File: src/rtl/pipe_stage_reg_pkg.sv
// Shared encodings for pipeline stage registers: stall/reset polarity, NOP payload, stage modes.
package pipe_stage_reg_pkg;

  localparam logic RstEnable = 1'b1;
  localparam logic Stop      = 1'b1;
  localparam logic NoStop    = 1'b0;
  localparam logic NopBit    = 1'b0;
  localparam int   STALL_W   = 6;

  typedef enum logic [2:0] {
    MODE_RESET,
    MODE_FLUSH,
    MODE_BUBBLE,
    MODE_HOLD,
    MODE_LOAD
  } mode_e;

  typedef struct packed {
    logic valid;
    logic delayslot;
  } ctl_t;

  // Own stage stopped with the next stage running means a bubble must be pushed downstream.
  function automatic mode_e decode_mode(input logic rst, input logic flush,
                                        input logic own_stall, input logic next_stall);
    if (rst == RstEnable)    return MODE_RESET;
    if (flush)               return MODE_FLUSH;
    if (own_stall == Stop)   return (next_stall == NoStop) ? MODE_BUBBLE : MODE_HOLD;
    return MODE_LOAD;
  endfunction

endpackage

File: src/rtl/pipe_stage_reg_sat_counter.sv
// Saturating event counter; sticks at all-ones instead of wrapping.
module sat_counter
  import pipe_stage_reg_pkg::*;
#(
  parameter int CNT_W = 16
) (
  input  logic             clk,
  input  logic             rst,
  input  logic             inc,
  output logic [CNT_W-1:0] count
);

  always_ff @(posedge clk) begin
    if (rst == RstEnable)
      count <= '0;
    else if (inc && (count != {CNT_W{1'b1}}))
      count <= count + 1'b1;
  end

endmodule

File: src/rtl/pipe_stage_reg.sv
// Pipeline stage register with reset/flush/bubble/hold/load priority and stall perf counters.
module pipe_stage_reg
  import pipe_stage_reg_pkg::*;
#(
  parameter int               WIDTH    = 32,
  parameter int               STAGE    = 2,
  parameter logic [WIDTH-1:0] NOP_WORD = {WIDTH{NopBit}},
  parameter int               CNT_W    = 16
) (
  input  logic               clk,
  input  logic               rst,
  input  logic [STALL_W-1:0] stall,
  input  logic               flush,
  input  logic [WIDTH-1:0]   in_data,
  input  logic               in_valid,
  input  logic               in_next_delayslot,
  output logic [WIDTH-1:0]   out_data,
  output logic               out_valid,
  output logic               out_delayslot,
  output logic [CNT_W-1:0]   bubble_cnt,
  output logic [CNT_W-1:0]   hold_cnt
);

  mode_e mode;
  ctl_t  ctl_q;
  logic  unused_stall;

  assign mode         = decode_mode(rst, flush, stall[STAGE], stall[STAGE+1]);
  assign unused_stall = ^stall;

  always_ff @(posedge clk) begin
    case (mode)
      MODE_RESET, MODE_FLUSH: begin
        out_data <= NOP_WORD;
        ctl_q    <= '{valid: 1'b0, delayslot: 1'b0};
      end
      MODE_BUBBLE: begin
        // Delay-slot flag belongs to the instruction still held upstream, so keep it.
        out_data    <= NOP_WORD;
        ctl_q.valid <= 1'b0;
      end
      MODE_HOLD: ;
      default: begin
        out_data <= in_valid ? in_data : NOP_WORD;
        ctl_q    <= '{valid: in_valid, delayslot: in_next_delayslot};
      end
    endcase
  end

  assign out_valid     = ctl_q.valid;
  assign out_delayslot = ctl_q.delayslot;

  sat_counter #(.CNT_W(CNT_W)) u_bubble_cnt (
    .clk   (clk),
    .rst   (rst),
    .inc   (mode == MODE_BUBBLE),
    .count (bubble_cnt)
  );

  sat_counter #(.CNT_W(CNT_W)) u_hold_cnt (
    .clk   (clk),
    .rst   (rst),
    .inc   (mode == MODE_HOLD),
    .count (hold_cnt)
  );

endmodule
File: config.mk
export PLATFORM = sky130hd
export DESIGN_NAME = pipe_stage_reg
export DESIGN_NICKNAME = d
export VERILOG_FILES = /design/src/rtl/pipe_stage_reg_pkg.sv /design/src/rtl/pipe_stage_reg_sat_counter.sv /design/src/rtl/pipe_stage_reg.sv
export SDC_FILE = /design/constraint.sdc
export NUM_CORES = 1
export LEC_CHECK = 0
export ABC_AREA = 1
export BUFFER_PORTS_ARGS = -buffer_cell sky130_fd_sc_hd__buf_4
export CORE_MARGIN = 4
export CORE_UTILIZATION = 47
export CTS_BUF_LIST = sky130_fd_sc_hd__clkbuf_8
export DETAILED_ROUTE_END_ITERATION = 8
export GPL_ROUTABILITY_DRIVEN = 0
export PLACE_DENSITY = 0.78
export SYNTH_ARGS = -nofsm -noshare
export SYNTH_HDL_FRONTEND = slang
export SYNTH_SLANG_ARGS = --single-unit
File: constraint.sdc
create_clock -name clk -period 1.4 [get_ports clk]
set_input_delay 0.28 -clock clk [delete_from_list [all_inputs] [get_ports clk]]
set_output_delay 0.28 -clock clk [all_outputs]
set_load 0.03 [all_outputs]
==> results of run 1 <==
-- cell usage after synthesis (5+ instances only) --
library cell               instances
sky130_fd_sc_hd__nand3_1          25
sky130_fd_sc_hd__o21ai_0           5
sky130_fd_sc_hd__nand2_1          75
sky130_fd_sc_hd__inv_1            48
sky130_fd_sc_hd__a21oi_1          22
sky130_fd_sc_hd__edfxtp_1         34
sky130_fd_sc_hd__nor2_1           93
sky130_fd_sc_hd__nor2_2            7
sky130_fd_sc_hd__nor2_4            7
sky130_fd_sc_hd__dfxtp_1          32
sky130_fd_sc_hd__nand2_2           9
sky130_fd_sc_hd__nor3_1            5
-- stage by stage --
| step | worst slack (ns) | hold slack, ns | total power [W] | cell area, um2 | cells |
|---|---|---|---|---|---|
| 4_1_cts | -0.0000407 | 0.239 | 0.00453 | 4590 | 603 |
| 3_3_place_gp | 0.00772 | 0.485 | 0.00256 | 4320 | 587 |
| 5_1_grt | -0.129 | 0.245 | 0.00466 | 4720 | 606 |
| 6_report | -0.0970 | 0.248 | 0.00450 | 4720 | 606 |
| 2_1_floorplan | -0.0507 | 0.450 | 0.00235 | 3340 | 393 |
| 3_5_place_dp | -0.0250 | 0.494 | 0.00257 | 4320 | 587 |
-- layer usage --
layer | share of wire, % | routed length, um
met5 | 0 | 0
met3 | 7.9 | 672
met1 | 43 | 3660
met2 | 48 | 4090
met4 | 1.3 | 115
-- path summary, 6_finish.rpt --
check / from / to / slack, ns / cells after the start
max: u_bubble_cnt.count[1]$_SDFFE_PP0P_ / u_bubble_cnt.count[3]$_SDFFE_PP0P_ / -0.1 / 6
min: in_data[26] / out_data[26]$_SDFFCE_PP0N_ / 0.25 / 3
min reg2reg: u_bubble_cnt.count[14]$_SDFFE_PP0P_ / u_bubble_cnt.count[14]$_SDFFE_PP0P_ / 0.52 / 2
max reg2reg: u_bubble_cnt.count[1]$_SDFFE_PP0P_ / u_bubble_cnt.count[3]$_SDFFE_PP0P_ / -0.1 / 6
-- cell families after synthesis --
logic type,Yosys count,share of synthesized area (%)
flops,66,51.4
compound gates,31,5.26
buf+inv,58,7.73
fa+ha+maj,2,0.773
simple gates,232,33.8
xor+xnor,4,1.08
-- report_power, final --
part           internal, W  switching (W)  total, W
clock              0.00124       0.000737   0.00198
sequential         0.00208      0.0000192   0.00209
combinational     0.000183       0.000248  0.000431
total              0.00350        0.00100   0.00450
-- cell type report --
class | instances | area share (%)
sequential | 66 | 36.3
multi-input combinational | 270 | 31.7
timing repair buffer | 127 | 20.6
inverter | 50 | 4.03
clock buffer | 10 | 2.92
clock inverter | 6 | 2.39
tap | 77 | 2.04
-- worst max-delay path: cells and delay by family (launching register included) --
kind            cells  cell delay, ns
compound gates      1            0.24
fa+ha+maj           1            0.16
simple gates        4            0.63
flops               1            0.36
-- sequential cells by signal (all words and copies together) (netlist names) --
register / flops
u_hold_cnt.count: 16
out_delayslot: 1
out_data: 32
u_bubble_cnt.count: 16
out_valid: 1
-- repair_timing --
action                     4_1_cts  5_1_grt
pin swaps                        3       23
setup buffers                    0        2
gates resized for setup          4       27
setup endpoints to repair        9       24
hold buffers                     0        0
gates cloned                     0        1
==> results.env, run 1 <==
IO-PIN-COUNT=109
CORE_AREA_UM2=6530
CTS-BUFFERS-INSERTED=9
CLOCK_LATENCY_NS=0.33
GLOBAL_ROUTE.USAGE.MET3_PCT=5.62
IR_DROP_mV=0.649
CLOCK_SINK_COUNT=66
WIRELENGTH_MM=8.54
COUNT_OF_INPUT_AND_OUTPUT_BUFFERS=104
FIRST_GLOBAL_VIAS=2763
SYNTH_NETS=438
DRIVE_ABOVE_1_SHARE_PCT=44.0
TIGHTESTPINTRANSITION_NS=0.399
FINAL_COMMON_CELL='sky130_fd_sc_hd__buf_4'
GLOBAL_ROUTE.USAGE.MET2_PCT=32.0
NUMBER_OF_SYNTHESIZED_REGISTER_BITS=66
SYN2LAYOUT_AREA_GROWTH_PCT=45.8
TIMING.CRITICAL_PATH.FROM_TYPE='flip-flop'
CRITICAL_PATH.MAX_STAGE_DELAY_NS=0.36
YS_DOMINANT_REG_CELL='sky130_fd_sc_hd__edfxtp_1'
TIMING.CRITICAL_PATH.TO_TYPE='flip-flop'
VIOLATED_CHECKS='negative setup slack'
SETUP_TNS_NS=-0.594
POSTSYNTHCELLCOUNT=393
CLOCK_PATH_BUFFERS=2
CTS_TREE='done'
FIN_SKEW_NS=0.00799
TRACK_USAGE_PCT=19.4
SYNTH-EDFF-COUNT=34
POST-ROUTE-PERIOD-UTIL_PCT=107
SYNTH_LARGEST_AREA_CELL='sky130_fd_sc_hd__edfxtp_1'
LAYOUT_COMMON_CELLS='124 x sky130_fd_sc_hd__buf_4, 82 x sky130_fd_sc_hd__nor2_1, 72 x sky130_fd_sc_hd__nand2_1'
MAXSLEWVIOLCOUNT=0
CP_DATA_ARRIVAL_TIME_NS=1.71
MAXCAPVIOLATIONS=0
SYNTH.YOSYS.SEQ_AREA_SHARE_PCT=51.4
SYNTH_LARGEST_TYPE_AREA_FRACTION_PCT=31.6
AVGVIACOUNTPERCELL=5.00
DETAILED_PLACE_HPWL_MM=6.11
WORST_SLEW_MARGIN_REL_PCT=73.4
SYNTH-ASYNC-RESET-RATIO_PCT=0
POWER.LEAKAGE_nW=2.20
DIE-WIDTH_UM=91.0
FIRSTDRTPASSITERS=4
FINAL_UTIL_PCT=72.2
CELL_WITH_THE_LARGEST_STAGE_DELAY_ON_THE_WORST_PATH='sky130_fd_sc_hd__dfxtp_4'
MAX_CLOCK_FREQ_GHz=0.668
POST_SYNTH_INSTANCE_AREA_UM2=3240
LARGEST_NET_DEGREE_AT_THE_START_OF_GLOBAL_ROUTING=34
MIN_PATH_TYPE='input pin to flip-flop'
GRT-OVFL-TOTAL=0
GRT_ANTENNA_BEFORE_REPAIR=0
OUTCOME='finished with violations'
SYNTH.TOP_CELLS.BY_AREA='sky130_fd_sc_hd__edfxtp_1 32%, sky130_fd_sc_hd__dfxtp_1 20%, sky130_fd_sc_hd__nor2_1 11%'
SYNTHESIS.YOSYS.WARNINGS=0
CRIT_PATH_MAX_FANOUT=8
FLOORPLAN.DIE.HEIGHT_UM=91.0
SYNTHESIS.AREA_PER_INSTANCE_UM2=8.23
WORSTSETUPPATHTYPE='flip-flop to flip-flop'
GRT.BUSIEST_LAYER='met2'
CRIT_REQUIRED_NS=1.61
FIN_WS_NS=-0.0970
CLK_ROOT_BUFFER_CELL='sky130_fd_sc_hd__clkbuf_8'
SEQUENTIAL_CELL_AREA_UM2=1710
POST_SYNTH_NUM_CELL_TYPES=31
ROUTING_USAGE_ON_MET1_PCT=24.4
DRC=0
NUM_VIAS=3028
LAYOUT.NETS=569
TIMING.CRITICAL_PATH.CELLS='ha_4 -> nand2_4 -> nor2_4 -> nand4_2 -> a21oi_1 -> nor2_1'
INITIAL_CORE_UTILIZATION_PCT=49.5
CTSHTREEMAXLEVEL=3
DIE-AREA_UM2=8280
FOOTPRINT_OF_THE_MULTI_INPUT_GATES_UM2=1500
REMAINING_NUMBER_OF_NETS_FLAGGED_BY_THE_ANTENNA_CHECK_AFTER_ROUTING=0
DRT_ITER0_MARKERS=101
NUM_ANTENNA_CELLS=0
SETUP_VIOLATING_ENDPOINT_COUNT_IN_THE_FINAL_REPORT=13
CLK_PIN_SLEW_NS=0.08
RSZ0062_AT_GRT='yes'
FILLER_CELL_COUNT=509
GRT_PASS1_WL_MM=13.1
TIMING.FINAL.CRIT_PERIOD_NS=1.50
FINAL_HOLD_VIOL_COUNT=0
WL_PER_CELL_UM=14.1
P_PER_AREA_nW_PER_UM2=954
ROW_COUNT=29
Power figures use the tool's default switching activity.
==> run 2: changes to the inputs <==
--- a/config.mk
+++ b/config.mk
@@ -8,11 +8,11 @@
 export ABC_AREA = 1
 export BUFFER_PORTS_ARGS = -buffer_cell sky130_fd_sc_hd__buf_4
 export CORE_MARGIN = 4
-export CORE_UTILIZATION = 47
+export CORE_UTILIZATION = 48
 export CTS_BUF_LIST = sky130_fd_sc_hd__clkbuf_8
 export DETAILED_ROUTE_END_ITERATION = 8
-export GPL_ROUTABILITY_DRIVEN = 0
-export PLACE_DENSITY = 0.78
+export PLACE_DENSITY = 0.79
 export SYNTH_ARGS = -nofsm -noshare
 export SYNTH_HDL_FRONTEND = slang
+export SYNTH_HIERARCHICAL = 1
 export SYNTH_SLANG_ARGS = --single-unit
==> run 2 against run 1 <==
Effect of this change:
- the flow now finishes without violations
- total power fell by 2.7%
- synthesized cell count increased by 5.6%
- critical path depth up 3
- routed wire length is 0.47% lower
- worst setup slack improved by 0.12 ns
- area after synthesis is 8.0% higher
- critical path type unchanged
- highest routed layer unchanged
==> results.env, run 2 <==
SYNTH.YOSYS.SEQ_AREA_SHARE_PCT=47.5  # -3.8 points
RSZ0062_AT_GRT='yes'
RR_WORST_DEPTH=9  # +3
DRT_ITER0_MARKERS=65  # -36%
GRT_PASS1_WL_MM=13.6  # +4.4%
CLK_PIN_SLEW_NS=0.08  # about the same
LARGEST_REG_FLOPS=32  # unchanged
POST_SYNTH_INSTANCE_AREA_UM2=3490  # +8.0%
SHARE_SEQ_OF_TOTAL_POWER_PCT=47.8  # +1.3 points
SYNTH_NETS=460  # +5.0%
WORST_HOLD_PATH.NUM_CELLS=2  # -1
NETSWITCHINGPOWER_W=0.00110  # +9.1%
SYNTHESIS.AREA_PER_INSTANCE_UM2=8.42  # +2.3%
SHARE_CLK_OF_TOTAL_POWER_PCT=40.8  # -3.1 points
CTSHTREEMAXLEVEL=3  # unchanged
TIMING.FINAL.CRIT_PERIOD_NS=1.37  # -0.122 ns
DRC=0  # unchanged
CTS.HOLD.BUFFERS_ADDED=0  # unchanged
SETUP_TNS_NS=0  # +0.594 ns
SETUP_VIOLATING_ENDPOINT_COUNT_IN_THE_FINAL_REPORT=0  # -13
WORSTHOLDENDPOINT='out_delayslot$_SDFFCE_PP0N_'
GRT-OVFL-TOTAL=0  # unchanged
INSTANCES_NO_FILL=654  # +7.9%
P_PER_AREA_nW_PER_UM2=887  # -7.1%
NETLIST_TOP_CELLS_COUNT='93 x sky130_fd_sc_hd__nand2_1, 71 x sky130_fd_sc_hd__nor2_1, 54 x sky130_fd_sc_hd__inv_1'
SYNTH_LARGEST_TYPE_AREA_FRACTION_PCT=29.2  # -2.3 points
DRIVE_ABOVE_1_SHARE_PCT=46.2  # +2.2 points
TRACK_USAGE_PCT=19.9  # +0.52 points
CTS-BUFFERS-INSERTED=9  # unchanged
MAXCAPVIOLATIONS=0  # unchanged
IR_DROP_mV=0.532  # -18%
REG2REG_TO='u_bubble_cnt/count[0]$_SDFFE_PP0P_'
CLK_ROOT_BUFFER_CELL='sky130_fd_sc_hd__clkbuf_8'
NUMBER_OF_SYNTHESIZED_REGISTER_BITS=66  # unchanged
DIE-WIDTH_UM=93.3  # +2.6%
POSTSYNTHCELLCOUNT=415  # +5.6%
MIN_FROM='stall[2]'
FLOORPLAN.DIE.HEIGHT_UM=93.3  # +2.6%
CORE_AREA_UM2=6940  # +6.3%
YS_DOMINANT_REG_CELL='sky130_fd_sc_hd__edfxtp_1'
LAYOUT.NETS=598  # +5.1%
OUTCOME='complete, no violations'
SYNTH-EDFF-COUNT=34  # unchanged
CLOCK_SINK_COUNT=66  # unchanged
FF2FF_SETUP_SLACK_NS=0.03  # +0.12 ns
TIMING.CRITICAL_PATH.TO_TYPE='flip-flop'
MIN_PATH_TYPE='input pin to flip-flop'
POST-ROUTE-PERIOD-UTIL_PCT=98.2  # -8.7 points
CTS_TREE='done'
CRIT_PATH_MAX_FANOUT=7  # -1
SYNTH-ASYNC-RESET-RATIO_PCT=0  # unchanged
TIGHTESTPINTRANSITION_NS=0.421  # +0.0222 ns
MOST_FREQUENT_CELL_AFTER_SYNTHESIS='sky130_fd_sc_hd__nand2_1'
FIRSTDRTPASSITERS=4  # unchanged
INITIAL_CORE_UTILIZATION_PCT=50.3  # +0.78 points
CP_DATA_ARRIVAL_TIME_NS=1.66  # -0.05 ns
POST-PLACE-CELLS=635  # +8.2%
MAX_CLOCK_FREQ_GHz=0.727  # +8.9%
INTPOWER_W=0.00328  # -6.1%
NUM_VIAS=3114  # +2.8%
POST_SYNTH_NUM_CELL_TYPES=23  # -26%
SYNTH_LARGEST_AREA_CELL='sky130_fd_sc_hd__edfxtp_1'
LAYOUT_COMMON_CELLS='136 x sky130_fd_sc_hd__buf_4, 91 x sky130_fd_sc_hd__nand2_1, 67 x sky130_fd_sc_hd__nor2_1'
TOP_REGISTER='out_data'
WORST_SLEW_MARGIN_REL_PCT=71.9  # -1.5 points
WIRELENGTH_MM=8.50  # -0.47%
WORSTREG2REGSTART='u_bubble_cnt/count[0]$_SDFFE_PP0P_'
CLOCK_PATH_BUFFERS=2  # unchanged
SYNTH.TOP_CELLS.BY_AREA='sky130_fd_sc_hd__edfxtp_1 29%, sky130_fd_sc_hd__dfxtp_1 18%, sky130_fd_sc_hd__nand2_1 10%'
LAYOUT_TOP_REGISTERS='out_data (32), u_bubble_cnt/count (16), u_hold_cnt/count (16)'
FIN_SKEW_NS=0.00680  # -0.00118 ns
MAXSLEWVIOLCOUNT=0  # unchanged
ROW_COUNT=30  # +3.4%
FIRST_GLOBAL_VIAS=3055  # +11%
REMAINING_NUMBER_OF_NETS_FLAGGED_BY_THE_ANTENNA_CHECK_AFTER_ROUTING=0  # unchanged
GRT_ANTENNA_BEFORE_REPAIR=0  # unchanged
GLOBALPLACE.CONGESTION=0.919
AVGVIACOUNTPERCELL=4.76  # -4.7%
HOLD_SLACK_NS=0.280  # +0.0321 ns
SYNTHESIS.YOSYS.WARNINGS=6  # +6
WORSTSETUPPATHTYPE='flip-flop to flip-flop'
WL_PER_CELL_UM=13.0  # -7.8%
FINAL_HOLD_VIOL_COUNT=0  # unchanged
NUM_ANTENNA_CELLS=0  # unchanged
CLOCK_LATENCY_NS=0.35  # +0.02 ns
CRIT_REQUIRED_NS=1.68  # +0.07 ns
DIE-AREA_UM2=8710  # +5.2%
TIMING.CRITICAL_PATH.FROM_TYPE='flip-flop'
COMBINATIONALPOWERSHARE_PCT=11.4  # +1.8 points
DETAILED_PLACE_HPWL_MM=6.24  # +2.0%
POWER.LEAKAGE_nW=2.28  # +3.6%
IO-PIN-COUNT=109  # unchanged
LARGEST_NET_DEGREE_AT_THE_START_OF_GLOBAL_ROUTING=34  # unchanged
POWER.SWITCHING_FRACTION_PCT=25.0  # +2.7 points
COUNT_OF_INPUT_AND_OUTPUT_BUFFERS=104  # unchanged
SYN2LAYOUT_AREA_GROWTH_PCT=41.4
FINAL_COMMON_CELL='sky130_fd_sc_hd__buf_4'
==> run 2: cell count changes after synthesis, moves of 3 or more <==
cell,before,now
sky130_fd_sc_hd__nor2_2,7,21
sky130_fd_sc_hd__o21ai_0,5,0
sky130_fd_sc_hd__inv_1,48,54
sky130_fd_sc_hd__nor2_4,7,4
sky130_fd_sc_hd__nand4_1,2,7
sky130_fd_sc_hd__buf_12,0,3
sky130_fd_sc_hd__nor3_2,0,27
sky130_fd_sc_hd__nor2_1,93,71
sky130_fd_sc_hd__nand2_1,75,93
sky130_fd_sc_hd__a21oi_1,22,14
==> run 2: layout make-up <==
class                           count  area (um2)
Timing Repair Buffer              137        1040
Clock buffer                        9         124
Multi-Input combinational cell    284        1640
Inverter                           55         224
Fill cell                         534        2000
Clock inverter                      7        93.8
Sequential cell                    66        1700
Tap cell                           96         120
==> run 2: critical path: stages, from the launching register on <==
cell	delay, ns
sky130_fd_sc_hd__dfxtp_4	0.36
sky130_fd_sc_hd__ha_4	0.14
sky130_fd_sc_hd__inv_2	0.04
sky130_fd_sc_hd__nor2_4	0.17
sky130_fd_sc_hd__nand2_4	0.10
sky130_fd_sc_hd__nor2_8	0.22
sky130_fd_sc_hd__nor2_4	0.06
sky130_fd_sc_hd__nand2_1	0.07
sky130_fd_sc_hd__nand2_1	0.05
sky130_fd_sc_hd__nor2_1	0.08
==> run 2: worst max path at each step <==
stage	start	end	cells after the start
2_1_floorplan	flush	u_hold_cnt/count[13]$_SDFFE_PP0P_	10
3_3_place_gp	flush	u_hold_cnt/count[13]$_SDFFE_PP0P_	10
3_5_place_dp	flush	u_bubble_cnt/count[13]$_SDFFE_PP0P_	10
4_1_cts	u_bubble_cnt/count[0]$_SDFFE_PP0P_	u_bubble_cnt/count[0]$_SDFFE_PP0P_	9
5_1_grt	u_bubble_cnt/count[0]$_SDFFE_PP0P_	u_bubble_cnt/count[6]$_SDFFE_PP0P_	9
6_report	u_bubble_cnt/count[0]$_SDFFE_PP0P_	u_bubble_cnt/count[0]$_SDFFE_PP0P_	9
==> run 2: repair_timing <==
item / 4_1_cts / 5_1_grt
gates cloned: 0 / 0
pin swaps: 3 / 14
buffers inserted: 1 / 2
endpoints found under the setup margin: 24 / 29
resized for setup: 4 / 37
==> run 2: layer usage <==
layer	share of wire [%]	vias to the layer above	routed length (um)	GRT usage [%]
met3	11	10	943	8.69
li1	-	1595	-	-
met2	49	97	4150	32.5
met4	1.3	0	109	9.04
met5	0	-	0	0
met1	39	1412	3300	22.3
==> run 2: power groups by stage <==
stage	Combinational (W)	Clock (W)	Sequential [W]
floorplan	0.000171	0	0.00226
global placement	0.000491	0	0.00214
detailed placement	0.000501	0	0.00214
CTS	0.000503	0.00181	0.00210
global route	0.000539	0.00191	0.00210
finish	0.000498	0.00179	0.00209
==> run 2: per-stage QoR <==
step                      setup WS (ns)  total power, W  util, %  cell area [um2]
after floorplan                   -1.02         0.00243        -             3560
after global placement          -0.0653         0.00263     65.7             4560
after detailed placement         -0.132         0.00264     65.7             4560
after CTS                        0.0181         0.00441     69.3             4810
after global routing            -0.0740         0.00455     71.1             4940
final                            0.0250         0.00438     71.1             4940
==> run 2: cell families (layout without fill, tap and decap cells) <==
| group | after synthesis | after routing | share of synthesized area (%) |
|---|---|---|---|
| and+or+nand+nor | 268 | 268 | 40.4 |
| DFF | 66 | 66 | 47.5 |
| buffers and inverters | 65 | 208 | 9.31 |
| AOI/OAI and AO/OA | 14 | 14 | 2.01 |
| adders and majority gates | 2 | 2 | 0.716 |
==> run 3: changes to the inputs <==
--- a/config.mk
+++ b/config.mk
@@ -11,7 +11,7 @@
 export CORE_UTILIZATION = 48
 export CTS_BUF_LIST = sky130_fd_sc_hd__clkbuf_8
 export DETAILED_ROUTE_END_ITERATION = 8
-export PLACE_DENSITY = 0.79
+export PLACE_DENSITY = 0.8
 export SYNTH_ARGS = -nofsm -noshare
 export SYNTH_HDL_FRONTEND = slang
 export SYNTH_HIERARCHICAL = 1
==> run 3 against run 2 <==
Effect of this change:
- total power is 0.86% lower
- sequential share of layout area hardly changed
- non-clock buffer count is 1 lower
- largest cell class unchanged
- worst setup slack better by 0.0089 ns
- first-iteration DRC count is 80% higher
- sequential power hardly changed
- maximum frequency is 0.65% higher
- routed wire length is 2.2% lower
- critical path depth is 3 lower
- sequential cell count stayed put
- highest routed layer unchanged
- via count is 1.8% higher
==> results.env, run 3 (synthesized netlist as in run 2, its figures left out) <==
CTS.HOLD.BUFFERS_ADDED=0  # unchanged
DIE-AREA_UM2=8710  # unchanged
TOP_REGISTER='out_data'
DRT_ITER0_MARKERS=117  # +80%
CP-STARTPOINT='u_hold_cnt/count[1]$_SDFFE_PP0P_'
CRIT_REQUIRED_NS=1.62  # -0.06 ns
IR_DROP_mV=0.742  # +39%
FILLER_CELL_COUNT=553  # +3.6%
WORST_HOLD_PATH.NUM_CELLS=2  # unchanged
DESIGN_POWER_TOTAL_W=0.00434  # -0.86%
TRACK_USAGE_PCT=19.3  # -0.55 points
WORSTSETUPPATHTYPE='flip-flop to flip-flop'
WORST_SLEW_MARGIN_REL_PCT=72.3  # +0.44 points
CORE_AREA_UM2=6940  # unchanged
TIMING.CRITICAL_PATH.FROM_TYPE='flip-flop'
WORSTHOLDENDPOINT='out_delayslot$_SDFFCE_PP0N_'
COUNT_OF_INPUT_AND_OUTPUT_BUFFERS=104  # unchanged
POWER.LEAKAGE_nW=2.26  # -0.85%
WL_PER_CELL_UM=12.7  # -2.0%
GRT_PASS1_WL_MM=13.3  # -2.4%
IO-PIN-COUNT=109  # unchanged
WIRELENGTH_MM=8.31  # -2.2%
P_PER_AREA_nW_PER_UM2=880  # -0.73%
FIRSTDRTPASSITERS=4  # unchanged
LAYOUT_COMMON_CELLS='135 x sky130_fd_sc_hd__buf_4, 89 x sky130_fd_sc_hd__nand2_1, 65 x sky130_fd_sc_hd__nor2_1'
WORSTREG2REGSTART='u_hold_cnt/count[1]$_SDFFE_PP0P_'
FINAL_HOLD_VIOL_COUNT=0  # unchanged
GLOBALPLACE.CONGESTION=0.909  # -1.1%
FLOORPLAN.DIE.HEIGHT_UM=93.3  # unchanged
SYN2LAYOUT_AREA_GROWTH_PCT=41.2
HOLD_SLACK_NS=0.277  # -0.00305 ns
MIN_PATH_TYPE='input pin to flip-flop'
CRIT_PATH_MAX_FANOUT=5  # -2
CTS_TREE='done'
GRT-OVFL-TOTAL=0  # unchanged
CLK_ROOT_BUFFER_CELL='sky130_fd_sc_hd__clkbuf_8'
POST-ROUTE-PERIOD-UTIL_PCT=97.6  # -0.64 points
CLK_PIN_SLEW_NS=0.07  # about the same
CP_DATA_ARRIVAL_TIME_NS=1.59  # -0.07 ns
DRIVE_ABOVE_1_SHARE_PCT=46.3  # +0.083 points
INITIAL_CORE_UTILIZATION_PCT=50.3  # unchanged
SETUP_VIOLATING_ENDPOINT_COUNT_IN_THE_FINAL_REPORT=0  # unchanged
OUTCOME='complete, no violations'
MAXSLEWVIOLCOUNT=0  # unchanged
TIMING.FINAL.CRIT_PERIOD_NS=1.37  # -0.00889 ns
INSTANCES_NO_FILL=653  # -0.15%
FF2FF_SETUP_SLACK_NS=0.03  # about the same
FOOTPRINT_OF_THE_MULTI_INPUT_GATES_UM2=1640  # +0.15%
GRT_ANTENNA_BEFORE_REPAIR=0  # unchanged
NUM_VIAS=3170  # +1.8%
NUM_ANTENNA_CELLS=0  # unchanged
TIMING.CRITICAL_PATH.TO_TYPE='flip-flop'
DIE-WIDTH_UM=93.3  # unchanged
REG2REG_TO='u_hold_cnt/count[14]$_SDFFE_PP0P_'
REMAINING_NUMBER_OF_NETS_FLAGGED_BY_THE_ANTENNA_CHECK_AFTER_ROUTING=0  # unchanged
MIN_FROM='stall[2]'
LAYOUT.NETS=597  # -0.17%
RR_WORST_DEPTH=6  # -3
FIRST_GLOBAL_VIAS=2907  # -4.8%
LARGEST_NET_DEGREE_AT_THE_START_OF_GLOBAL_ROUTING=34  # unchanged
TIGHTESTPINTRANSITION_NS=0.415  # -0.00657 ns
LARGEST_REG_FLOPS=32  # unchanged
SETUP_SLACK_AFTER_PLACEMENT_NS=-0.144  # -0.0111 ns
AVGVIACOUNTPERCELL=4.85  # +2.0%
CTS-BUFFERS-INSERTED=9  # unchanged
FIN_WS_NS=0.0339  # +0.00889 ns
CLOCK_PATH_BUFFERS=2  # unchanged
RSZ0062_AT_GRT='yes'
DETAILED_PLACE_HPWL_MM=6.32  # +1.4%
FINAL_COMMON_CELL='sky130_fd_sc_hd__buf_4'
CLOCK_SINK_COUNT=66  # unchanged
LAYOUT_TOP_REGISTERS='out_data (32), u_bubble_cnt/count (16), u_hold_cnt/count (16)'
CLOCK_LATENCY_NS=0.34  # about the same
SEQUENTIAL_CELL_AREA_UM2=1700  # about the same
MAXCAPVIOLATIONS=0  # unchanged
ROW_COUNT=30  # unchanged
FINAL_UTIL_PCT=71.0  # -0.090 points
CTSHTREEMAXLEVEL=3  # unchanged
MAX_CLOCK_FREQ_GHz=0.732  # +0.65%
DRC=0  # unchanged
FIN_SKEW_NS=0.00834  # +0.00154 ns
POST-PLACE-CELLS=635  # unchanged
-- run 3: how the worst max path moves through the flow --
stage | end | slack [ns]
after floorplan | u_hold_cnt/count[13]$_SDFFE_PP0P_ | -1.02
after global placement | u_hold_cnt/count[13]$_SDFFE_PP0P_ | -0.09
after detailed placement | u_hold_cnt/count[13]$_SDFFE_PP0P_ | -0.14
after CTS | u_bubble_cnt/count[12]$_SDFFE_PP0P_ | -0.02
after global routing | u_hold_cnt/count[0]$_SDFFE_PP0P_ | -0.05
final | u_hold_cnt/count[14]$_SDFFE_PP0P_ | 0.03
-- run 3: final cells by class --
class                      count  share of cell area, %
clock buffer                   9                   2.51
clock inverter                 7                   1.90
inverter                      55                   4.54
multi-input combinational    284                   33.2
sequential                    66                   34.5
tap                           96                   2.43
timing repair buffer         136                   20.9
-- run 3: metal layers --
| layer | vias up | track usage (%) | share of wire, % |
|---|---|---|---|
| li1 | 1589 | - | - |
| met1 | 1456 | 22.3 | 38 |
| met2 | 117 | 32.2 | 50 |
| met3 | 8 | 7.80 | 11 |
| met4 | 0 | 6.96 | 1.2 |
| met5 | - | 0 | 0 |
-- run 3: critical path, stage by stage, from the launching register on --
cell	delay, ns
sky130_fd_sc_hd__dfxtp_2	0.36
sky130_fd_sc_hd__ha_4	0.14
sky130_fd_sc_hd__inv_2	0.04
sky130_fd_sc_hd__nor2_4	0.14
sky130_fd_sc_hd__nand4_1	0.27
sky130_fd_sc_hd__a21oi_1	0.24
sky130_fd_sc_hd__nor2_1	0.05
-- run 3: report_power, final --
part | internal (W) | switching (W) | total, W
Clock | 0.000999 | 0.000745 | 0.00174
Combinational | 0.000211 | 0.000292 | 0.000502
Sequential | 0.00208 | 0.0000202 | 0.00210
Total | 0.00329 | 0.00106 | 0.00434
-- run 3: metrics by stage --
step / TNS (ns) / instance area [um2]
3_5_place_dp: -1.68 / 4560
6_report: 0 / 4930
3_3_place_gp: -0.850 / 4560
5_1_grt: -0.322 / 4930
2_1_floorplan: -30.21 / 3560
4_1_cts: -0.0154 / 4810
-- run 3: timing repair --
| item | 4_1_cts | 5_1_grt |
|---|---|---|
| setup buffers | 2 | 0 |
| cloned | 0 | 0 |
| hold endpoints to repair | 0 | 0 |
| setup endpoints to repair | 27 | 29 |
| resized for setup | 2 | 40 |
| pin swaps | 3 | 15 |
